$ cat src/rtl/exec_unit_p.sv
// exec_unit_p: multi-cycle barrel shift / ALU / NZCV execute unit with valid/ready channels.
// Define EXEC_MUL_EN to add an iterative shift-add multiply selected by in_mul.
module exec_unit_p #(
    parameter int XLEN = 32
) (
    input  logic            clk,
    input  logic            rst,
    input  logic            in_valid,
    output logic            in_ready,
    input  logic [XLEN-1:0] in_a,
    input  logic [XLEN-1:0] in_b,
    input  logic [7:0]      in_shamt,
    input  logic [2:0]      in_shop,
    input  logic [3:0]      in_aluop,
    input  logic            in_s,
    input  logic            in_mul,
    output logic            out_valid,
    input  logic            out_ready,
    output logic [XLEN-1:0] out_result,
    output logic            out_wr,
    output logic [3:0]      nzcv
);
    localparam int SW = $clog2(XLEN);

`ifdef EXEC_MUL_EN
    typedef enum logic [1:0] {IDLE, EXEC, MUL, DONE} state_t;
`else
    typedef enum logic [1:0] {IDLE, EXEC, DONE} state_t;
`endif

    state_t state, state_d;

    logic [XLEN-1:0] a_q, b_q, result_q;
    logic [7:0]      shamt_q;
    logic [2:0]      shop_q;
    logic [3:0]      aluop_q, nzcv_q;
    logic            s_q, wr_q;

    logic [XLEN:0]     lsl_w, lsr_w, asr_w;
    logic [2*XLEN-1:0] ror_w;
    logic [XLEN-1:0]   sh_res;
    logic              sh_c, cin;

    logic [XLEN-1:0] x, y, logic_f, alu_f;
    logic [XLEN:0]   sum;
    logic            ci, arith, alu_c, alu_v;

`ifdef EXEC_MUL_EN
    logic [XLEN-1:0] acc, mul_sum;
    logic [SW-1:0]   cnt;
    logic            mul_last;
    assign mul_sum  = acc + (b_q[0] ? a_q : '0);
    assign mul_last = cnt == SW'(XLEN - 1);
`else
    logic unused_mul;
    assign unused_mul = in_mul;
`endif

    assign cin        = nzcv_q[1];
    assign in_ready   = state == IDLE;
    assign out_valid  = state == DONE;
    assign out_result = result_q;
    assign out_wr     = wr_q;
    assign nzcv       = nzcv_q;

    // Barrel shifter on the latched B; the extra bit in each wide vector captures the carry-out
    always_comb begin
        lsl_w  = {1'b0, b_q} << shamt_q;
        lsr_w  = {b_q, 1'b0} >> shamt_q;
        asr_w  = $unsigned($signed({b_q, 1'b0}) >>> shamt_q);
        ror_w  = {b_q, b_q} >> shamt_q[SW-1:0];
        sh_res = b_q;
        sh_c   = cin;
        if (shop_q == 3'd4) begin
            sh_res = {cin, b_q[XLEN-1:1]};
            sh_c   = b_q[0];
        end else if (shamt_q != 8'd0) begin
            case (shop_q)
                3'd0: {sh_c, sh_res} = lsl_w;
                3'd1: {sh_res, sh_c} = lsr_w;
                3'd2: {sh_res, sh_c} = asr_w;
                3'd3: begin
                    sh_res = ror_w[XLEN-1:0];
                    sh_c   = ror_w[XLEN-1];
                end
                default: ;
            endcase
        end
    end

    // ALU: arithmetic ops share one adder with optional operand swap/invert; logical ops take the shifter carry
    always_comb begin
        x     = a_q;
        y     = sh_res;
        ci    = 1'b0;
        arith = 1'b1;
        case (aluop_q)
            4'd2, 4'd10: begin
                y  = ~sh_res;
                ci = 1'b1;
            end
            4'd3: begin
                x  = sh_res;
                y  = ~a_q;
                ci = 1'b1;
            end
            4'd4, 4'd11: ;
            4'd5: ci = cin;
            4'd6: begin
                y  = ~sh_res;
                ci = cin;
            end
            4'd7: begin
                x  = sh_res;
                y  = ~a_q;
                ci = cin;
            end
            default: arith = 1'b0;
        endcase
        sum = {1'b0, x} + {1'b0, y} + {{XLEN{1'b0}}, ci};
        case (aluop_q)
            4'd0, 4'd8: logic_f = a_q & sh_res;
            4'd1, 4'd9: logic_f = a_q ^ sh_res;
            4'd12:      logic_f = a_q | sh_res;
            4'd13:      logic_f = sh_res;
            4'd14:      logic_f = a_q & ~sh_res;
            default:    logic_f = ~sh_res;
        endcase
        alu_f = arith ? sum[XLEN-1:0] : logic_f;
        alu_c = arith ? sum[XLEN] : sh_c;
        alu_v = arith ? (x[XLEN-1] == y[XLEN-1]) && (alu_f[XLEN-1] != x[XLEN-1]) : nzcv_q[0];
    end

    // State register
    always_ff @(posedge clk) begin
        if (rst)
            state <= IDLE;
        else
            state <= state_d;
    end

    // Next-state sequencing: IDLE -> EXEC (or MUL) -> DONE -> IDLE on output handshake
    always_comb begin
        state_d = state;
        case (state)
            IDLE: if (in_valid) begin
                state_d = EXEC;
`ifdef EXEC_MUL_EN
                if (in_mul) state_d = MUL;
`endif
            end
            EXEC: state_d = DONE;
`ifdef EXEC_MUL_EN
            MUL: if (mul_last) state_d = DONE;
`endif
            DONE: if (out_ready) state_d = IDLE;
            default: state_d = IDLE;
        endcase
    end

    // Operand latches, result/writeback registers and the architectural flags
    always_ff @(posedge clk) begin
        if (rst) begin
            a_q      <= '0;
            b_q      <= '0;
            shamt_q  <= '0;
            shop_q   <= '0;
            aluop_q  <= '0;
            s_q      <= 1'b0;
            result_q <= '0;
            wr_q     <= 1'b0;
            nzcv_q   <= '0;
`ifdef EXEC_MUL_EN
            acc      <= '0;
            cnt      <= '0;
`endif
        end else begin
            if (state == IDLE && in_valid) begin
                a_q     <= in_a;
                b_q     <= in_b;
                shamt_q <= in_shamt;
                shop_q  <= in_shop;
                aluop_q <= in_aluop;
                s_q     <= in_s;
`ifdef EXEC_MUL_EN
                acc     <= '0;
                cnt     <= '0;
`endif
            end
            if (state == EXEC) begin
                result_q <= alu_f;
                wr_q     <= aluop_q[3:2] != 2'b10;
                if (s_q) nzcv_q <= {alu_f[XLEN-1], alu_f == '0, alu_c, alu_v};
            end
`ifdef EXEC_MUL_EN
            if (state == MUL) begin
                acc <= mul_sum;
                a_q <= a_q << 1;
                b_q <= b_q >> 1;
                cnt <= cnt + 1'b1;
                if (mul_last) begin
                    result_q <= mul_sum;
                    wr_q     <= 1'b1;
                    if (s_q) nzcv_q[3:2] <= {mul_sum[XLEN-1], mul_sum == '0};
                end
            end
`endif
        end
    end
endmodule

$ cat config.mk
export PLATFORM = sky130hd
export DESIGN_NAME = exec_unit_p
export DESIGN_NICKNAME = d
export VERILOG_FILES = /design/src/rtl/exec_unit_p.sv
export SDC_FILE = /design/constraint.sdc
export NUM_CORES = 1
export LEC_CHECK = 0
export CAP_MARGIN = 20
export CORE_ASPECT_RATIO = 1.1
export CORE_UTILIZATION = 30
export CTS_BUF_LIST = sky130_fd_sc_hd__clkbuf_2
export DETAILED_ROUTE_END_ITERATION = 10
export GPL_ROUTABILITY_DRIVEN = 1
export SYNTH_ARGS = -nofsm -noshare
export SYNTH_HDL_FRONTEND = slang
export SYNTH_SLANG_ARGS = --single-unit
$ cat constraint.sdc
create_clock -name clk -period 6.2 [get_ports clk]
set_input_delay 0.93 -clock clk [delete_from_list [all_inputs] [get_ports clk]]
set_output_delay 0.93 -clock clk [all_outputs]
set_load 0.05 [all_outputs]
==> results of run 1 <==
-- final cells by class --
type,instances,area (sq um),share of cell area (%)
clock buffers,17,85.1,0.334
repair buffers,841,6970,27.4
flip-flops and latches,119,2400,9.41
diodes,4,10.0,0.0393
inverters,63,236,0.928
clock inverters,15,178,0.697
multi-input cells,2046,14700,57.5
well taps,760,951,3.73
-- through the flow --
stage                     hold slack (ns)  utilization [%]  setup WS [ns]  cells
after global routing                0.475             43.3         -0.187   3864
after floorplan                     0.450                -          0.541   2476
final                               0.487             43.3         0.0377   3865
after global placement              0.444             41.5         -0.521   3796
after detailed placement            0.463             41.5         -0.387   3797
after CTS                           0.444             42.6        -0.0316   3849
-- cells in the final DEF, fill, tap and decap left out, types with 13 or more instances in the layout --
master and count:
inv_1 59, nor2_1 184, nor3_1 70, dfxtp_1 114, a21oi_1 224, o21ai_0 169, clkdlybuf4s50_1 121, buf_6 16
and3_1 13, o211ai_1 23, nand3_1 62, ha_1 63, mux2_2 61, o221ai_1 13, buf_4 681, buf_12 20
a21o_1 19, mux4_2 75, nand2_1 389, or2_2 15, a211oi_1 33, a31oi_1 27, nand2b_1 21, nor2b_1 23
o22ai_1 30, clkbuf_2 17, mux2i_1 117
-- per-layer routing --
metal,share of wire (%),routed length [microns],track usage (%),up-vias
met5,0.033,41,0,-
met4,8.4,10400,27.3,6
met2,46,56700,65.8,1281
met1,39,48000,47.1,11900
met3,6.7,8320,5.68,345
li1,-,-,-,10500
-- sequential cells by signal, indices dropped and copies added (netlist names) --
signal,count
b_q,32
shop_q,3
aluop_q,4
nzcv,4
s_q,1
a_q,32
state,2
shamt_q,8
out_wr,1
out_result,32
-- where the power goes --
group	internal, mW	switching (mW)	total (mW)
combinational	1.51	2.01	3.53
sequential	0.816	0.0669	0.883
clock	0.225	0.380	0.605
total	2.55	2.46	5.02
-- worst max path at each step --
stage	cells past startpoint	endpoint	start
after floorplan	26	nzcv[2]	shamt_q[3]
after global placement	27	nzcv[2]	shamt_q[1]
final	30	nzcv[2]	shamt_q[7]
after detailed placement	30	nzcv[2]	shamt_q[1]
after CTS	32	nzcv[2]	shamt_q[1]
after global routing	29	nzcv[0]	shamt_q[2]
-- cell families (layout without fill, tap and decap cells) --
group / after synthesis / in the layout / synth area share, %
AOI/OAI and AO/OA: 805 / 805 / 30.4
xor gates and xnor gates: 18 / 18 / 0.877
adders and majority gates: 65 / 65 / 4.61
buffers and inverters: 311 / 936 / 7.61
DFF: 119 / 119 / 13.2
muxes: 262 / 262 / 20.3
other: 0 / 4 / 0
and+or+nand+nor: 896 / 896 / 22.9
-- timing repair --
action | CTS | global route
cloned | 0 | 1
setup buffers | 20 | 13
endpoints found under the hold margin | 0 | 0
gates resized for setup | 40 | 76
pin swaps | 17 | 39
endpoints found under the setup margin | 10 | 13
-- critical path: cells and delay by family, from the launching register on --
kind,cells,cell delay [ns]
adders and majority gates,1,0.32
DFF,1,0.47
and+or+nand+nor,7,1.40
AOI/OAI and AO/OA,11,1.93
buffers and inverters,10,1.82
xor gates and xnor gates,1,0.16
==> load_flow_metrics.sql, run 1 <==
INSERT INTO impl_metrics (metric_group, metric, value, unit) VALUES
('worst_setup_path', 'reg2reg_to', 'nzcv[2]', ''),
('global_routing', 'grt_max_degree', '82', ''),
('sta', 'timing.setup.tns', '0', 'ns'),
('outcome', 'run_status', 'finished clean', ''),
('job', 'maxCapViolCount', '0', ''),
('global_routing', 'globalRouteTotalUtil', '39.5', '%'),
('logic_synthesis', 'post_synth_instance_area', '18000', 'sq um'),
('worst_setup_path', 'startpoint_type', 'flop', ''),
('logic_synthesis', 'synth.net_count', '2626', ''),
('worst_setup_path', 'worst-endpoint-arrival', '7.01', 'ns'),
('detailed_routing', 'route.final.wire_length', '123000', 'microns'),
('clock_network', 'tritoncts', 'yes', ''),
('die', 'die_area', '60900', 'sq um'),
('final_layout', 'layout-drive-gt1-share', '33.1', '%'),
('clock_network', 'clock_sinks', '119', ''),
('logic_synthesis', 'synth-seq-area-share', '13.2', '%'),
('sta', 'finalHoldViolations', '0', ''),
('logic_synthesis', 'ys_top_cells_by_count', '391 x nand2_1, 229 x a21oi_1, 186 x nor2_1, 183 x o21ai_0, 161 x clkbuf_1', ''),
('logic_synthesis', 'synth_top_area_cell', 'dfxtp_1', ''),
('detailed_routing', 'detail_route.first_pass.iterations', '5', ''),
('sta', 'final.min_clock_period', '6.16', 'ns'),
('clock_network', 'worst_setup_hold_path_clk_slew', '0.22', 'ns'),
('die', 'initial_utilization', '30.5', '%'),
('logic_synthesis', 'postSynthCellCount', '2476', ''),
('detailed_routing', 'post_drt_wl_per_cell', '31.9', 'microns'),
('sta', 'clock.fmax', '0.162', 'GHz'),
('power_and_ir_drop', 'finalPower', '5.02', 'mW'),
('sta', 'tightest_slew', '1.23', 'ns'),
('placement', 'place_congestion', '1.04', ''),
('logic_synthesis', 'post_synth_main_area_contributors', 'dfxtp_1 13%, mux4_2 9.1%, nand2_1 8.2%', ''),
('sta', 'finClkSkew', '0.0695', 'ns'),
('worst_setup_path', 'r2r_start', 'shamt_q[7]', ''),
('final_layout', 'final_design_area_no_fill', '25500', 'sq um'),
('final_layout', 'fin_nets', '3238', ''),
('placement', 'placed_area', '24500', 'sq um'),
('worst_setup_path', 'critPathMostFrequentCell', 'buf_4', ''),
('hold_path', 'min_from', 'out_result[11]', ''),
('detailed_routing', 'drtAntennaViolNets', '0', ''),
('hold_path', 'worstHoldPathCells', '2', ''),
('worst_setup_path', 'cpMaxStageDelayCell', 'or4_1', ''),
('die', 'floorplan.rows', '93', ''),
('worst_setup_path', 'r2r_slack', '0.04', 'ns'),
('logic_synthesis', 'synth_largest_type_area_fraction', '13.2', '%'),
('clock_network', 'insertion_delay', '0.92', 'ns'),
('final_layout', 'fillCellCount', '6084', ''),
('die', 'coreArea', '58900', 'sq um'),
('die', 'dieHeight', '259', 'microns'),
('global_routing', 'grt_pass1_wl', '172000', 'microns'),
('clock_network', 'cts_max_level', '4', ''),
('power_and_ir_drop', 'vdd_ir_drop_max', '140', 'uV'),
('detailed_routing', 'detail_route.drc_violations', '0', ''),
('worst_setup_path', 'reg2regPathDepth', '30', ''),
('die', 'top_level_ports', '124', ''),
('logic_synthesis', 'synth.distinct_cells', '102', ''),
('logic_synthesis', 'number_of_flops_mapped_to_enable_cells_by_yosys', '0', ''),
('global_routing', 'grt_pass1_vias', '23000', ''),
('worst_setup_path', 'crit_fanout', '14', ''),
('power_and_ir_drop', 'total_leakage_power', '10.2', 'nW'),
('placement', 'buffer_ports.inserted', '122', ''),
('power_and_ir_drop', 'power.density', '197', 'nW/um^2'),
('sta', 'slew_violations', '0', ''),
('clock_network', 'root_buffer', 'clkbuf_2', ''),
('logic_synthesis', 'postSynthAreaPerCell', '7.26', 'sq um'),
('logic_synthesis', 'synth_flop_cell', 'dfxtp_1', ''),
('clock_network', 'ctsHoldBuffers', '0', ''),
('clock_network', 'cts-buffers-inserted', '17', ''),
('sta', 'rsz_0062_raised_after_global_routing', 'yes', ''),
('logic_synthesis', 'synthesis.yosys.warnings', '0', ''),
('final_layout', 'area_delta_synth_final', '41.7', '%'),
('placement', 'post-dp-hpwl', '100000', 'microns'),
('hold_path', 'worst_hold_path.endpoint', 'out_result[11]', '');
(Power assumes the default switching activity.)
==> run 2: changes to the inputs <==
--- a/config.mk
+++ b/config.mk
@@ -14,3 +14,4 @@
 export SYNTH_ARGS = -nofsm -noshare
 export SYNTH_HDL_FRONTEND = slang
 export SYNTH_SLANG_ARGS = --single-unit
+export TNS_END_PERCENT = 30
==> run 2 against run 1 <==
Against the previous run: global-route usage unchanged; die area unchanged; cell count stayed put; sequential cell count stayed put; sequential power about the same; clock power about the same; critical path type unchanged.
==> load_flow_metrics.sql, run 2 (synthesis gave the netlist of run 1 again) <==
INSERT INTO impl_metrics (metric_group, metric, value, unit) VALUES
('worst_setup_path', 'cpMaxStageDelayCell', 'or4_1', ''),
('power_and_ir_drop', 'finalPower', '5.01', 'mW'),
('sta', 'finClkSkew', '0.0730', 'ns'),
('global_routing', 'globalRouteOverflowTotal', '0', ''),
('clock_network', 'ctsHoldBuffers', '0', ''),
('detailed_routing', 'post_drt_wl_per_cell', '31.9', 'microns'),
('detailed_routing', 'route.final.wire_length', '123000', 'microns'),
('clock_network', 'clk_path_buf_depth', '2', ''),
('placement', 'placed_area', '24500', 'sq um'),
('clock_network', 'cts-buffers-inserted', '17', ''),
('die', 'dieHeight', '259', 'microns'),
('sta', 'finalHoldViolations', '0', ''),
('die', 'die_area', '60900', 'sq um'),
('worst_setup_path', 'worst_ep_required_time', '7.04', 'ns'),
('global_routing', 'globalRoute.busiestLayer', 'met2', ''),
('power_and_ir_drop', 'vdd_ir_drop_max', '141', 'uV'),
('detailed_routing', 'drtAntennaViolNets', '0', ''),
('detailed_routing', 'detail_route.drc_violations', '0', ''),
('worst_setup_path', 'critPathMostFrequentCell', 'buf_4', ''),
('die', 'floorplan.rows', '93', ''),
('worst_setup_path', 'r2r_start', 'shamt_q[7]', ''),
('global_routing', 'grt_pass1_vias', '23000', ''),
('worst_setup_path', 'startpoint_type', 'flop', ''),
('die', 'die_w', '235', 'microns'),
('clock_network', 'tritoncts', 'yes', ''),
('final_layout', 'fillCellCount', '6084', ''),
('sta', 'tightest_slew', '1.24', 'ns'),
('sta', 'clock.fmax', '0.162', 'GHz'),
('sta', 'final.min_clock_period', '6.18', 'ns'),
('sta', 'fin_hold_ws', '0.489', 'ns'),
('sta', 'post-route-period-util', '99.8', '%'),
('die', 'initial_utilization', '30.5', '%'),
('global_routing', 'globalRouteTotalUtil', '39.5', '%'),
('sta', 'setup_viol_count_final', '0', ''),
('hold_path', 'worstHoldPathCells', '2', ''),
('hold_path', 'holdCritPathClass', 'reg2reg', ''),
('clock_network', 'cts_max_level', '4', ''),
('final_layout', 'layout-drive-gt1-share', '33.1', '%'),
('detailed_routing', 'viasPerCell', '6.23', ''),
('die', 'coreArea', '58900', 'sq um'),
('sta', 'slew_headroom', '16.2', '%'),
('final_layout', 'area_delta_synth_final', '41.7', '%'),
('job', 'maxCapViolCount', '0', ''),
('power_and_ir_drop', 'power.density', '197', 'nW/um^2'),
('final_layout', 'fin_nets', '3238', ''),
('worst_setup_path', 'reg2regPathDepth', '30', ''),
('final_layout', 'final_cell_mix', '681 x buf_4, 389 x nand2_1, 224 x a21oi_1', ''),
('placement', 'place.detailed.instances', '3797', ''),
('die', 'top_level_ports', '124', ''),
('clock_network', 'worst_setup_hold_path_clk_slew', '0.22', 'ns'),
('clock_network', 'root_buffer', 'clkbuf_2', ''),
('worst_setup_path', 'setup.worst_path.class', 'reg2reg', ''),
('sta', 'rsz_0062_raised_after_global_routing', 'yes', ''),
('hold_path', 'min_from', 'out_result[11]', ''),
('global_routing', 'groute.layer.met3.usage', '5.68', '%'),
('worst_setup_path', 'endpoint', 'nzcv[2]', ''),
('worst_setup_path', 'r2r_slack', '0.02', 'ns'),
('worst_setup_path', 'crit_path_max_incr_delay', '0.58', 'ns'),
('outcome', 'run_status', 'finished clean', ''),
('global_routing', 'grt_max_degree', '82', ''),
('worst_setup_path', 'worst-endpoint-arrival', '7.03', 'ns'),
('worst_setup_path', 'crit_fanout', '14', ''),
('final_layout', 'layout_commonest_cell', 'buf_4', ''),
('detailed_routing', 'vias', '24100', ''),
('clock_network', 'clock_sinks', '119', ''),
('detailed_routing', 'drt_first_iter_violations', '2641', ''),
('clock_network', 'insertion_delay', '0.93', 'ns'),
('sta', 'slew_violations', '0', ''),
('detailed_routing', 'detail_route.first_pass.iterations', '6', ''),
('global_routing', 'grt_pass1_wl', '172000', 'microns'),
('global_routing', 'gr-usage-met2', '65.8', '%'),
('placement', 'place_congestion', '1.04', ''),
('final_layout', 'final_cell_count_no_fill', '3865', ''),
('worst_setup_path', 'reg2reg_to', 'nzcv[2]', ''),
('power_and_ir_drop', 'total_leakage_power', '10.2', 'nW'),
('worst_setup_path', 'critical_path_end_type', 'flop', ''),
('global_routing', 'grt_antenna_before_repair', '5', ''),
('worst_setup_path', 'critPathLaunch', 'shamt_q[7]', ''),
('final_layout', 'final_design_area_no_fill', '25500', 'sq um'),
('placement', 'post-dp-hpwl', '100000', 'microns'),
('global_routing', 'met1_usage', '47.1', '%'),
('placement', 'buffer_ports.inserted', '122', '');
[run 2: stage by stage]
step                      setup slack (ns)  TNS, ns  utilization, %
after floorplan                      0.541        0               -
after global placement              -0.521    -2.85            41.5
after detailed placement            -0.387    -1.39            41.5
after CTS                          -0.0316  -0.0316            42.6
after global routing                -0.187   -0.960            43.3
final                               0.0151        0            43.3
[run 2: cell type report]
cell class | instances | area [sq um] | area share (%)
Tap cell | 760 | 951 | 3.73
Antenna cell | 4 | 10.0 | 0.0393
Clock buffer | 17 | 85.1 | 0.334
Sequential cell | 119 | 2400 | 9.41
Inverter | 63 | 236 | 0.928
Clock inverter | 15 | 178 | 0.697
Timing Repair Buffer | 841 | 6970 | 27.4
Multi-Input combinational cell | 2046 | 14700 | 57.5
[run 2: worst min path at each step]
stage / to / slack, ns
3_3_place_gp: out_result[13] / 0.44
2_1_floorplan: s_q / 0.45
6_report: out_result[11] / 0.49
3_5_place_dp: out_result[11] / 0.46
4_1_cts: a_q[21] / 0.44
5_1_grt: a_q[20] / 0.48
[run 2: worst max-delay path: cells and delay by family, from the launching register on]
| family | cells | cell delay (ns) |
|---|---|---|
| and+or+nand+nor | 7 | 1.39 |
| xor gates and xnor gates | 1 | 0.16 |
| AOI/OAI and AO/OA | 11 | 1.93 |
| DFF | 1 | 0.47 |
| adders and majority gates | 1 | 0.32 |
| buffers and inverters | 10 | 1.83 |
[run 2: routing by layer]
layer  vias up  part of all wire [%]
li1      10500                     -
met1     11900                    39
met2      1290                    46
met3       364                   7.1
met4         6                   8.5
met5         -                 0.033
[run 2: timing repair]
item | CTS | global route
setup endpoints to repair | 10 | 13
cloned | 0 | 1
gates resized for setup | 40 | 76
setup buffers | 20 | 13
pin swaps | 17 | 39
[run 2: power by group]
part / total, mW / internal (mW) / switching [mW] / leakage [nW]
Sequential: 0.883 / 0.816 / 0.0668 / 0.979
Combinational: 3.52 / 1.51 / 2.01 / 9.07
Clock: 0.605 / 0.225 / 0.380 / 0.134
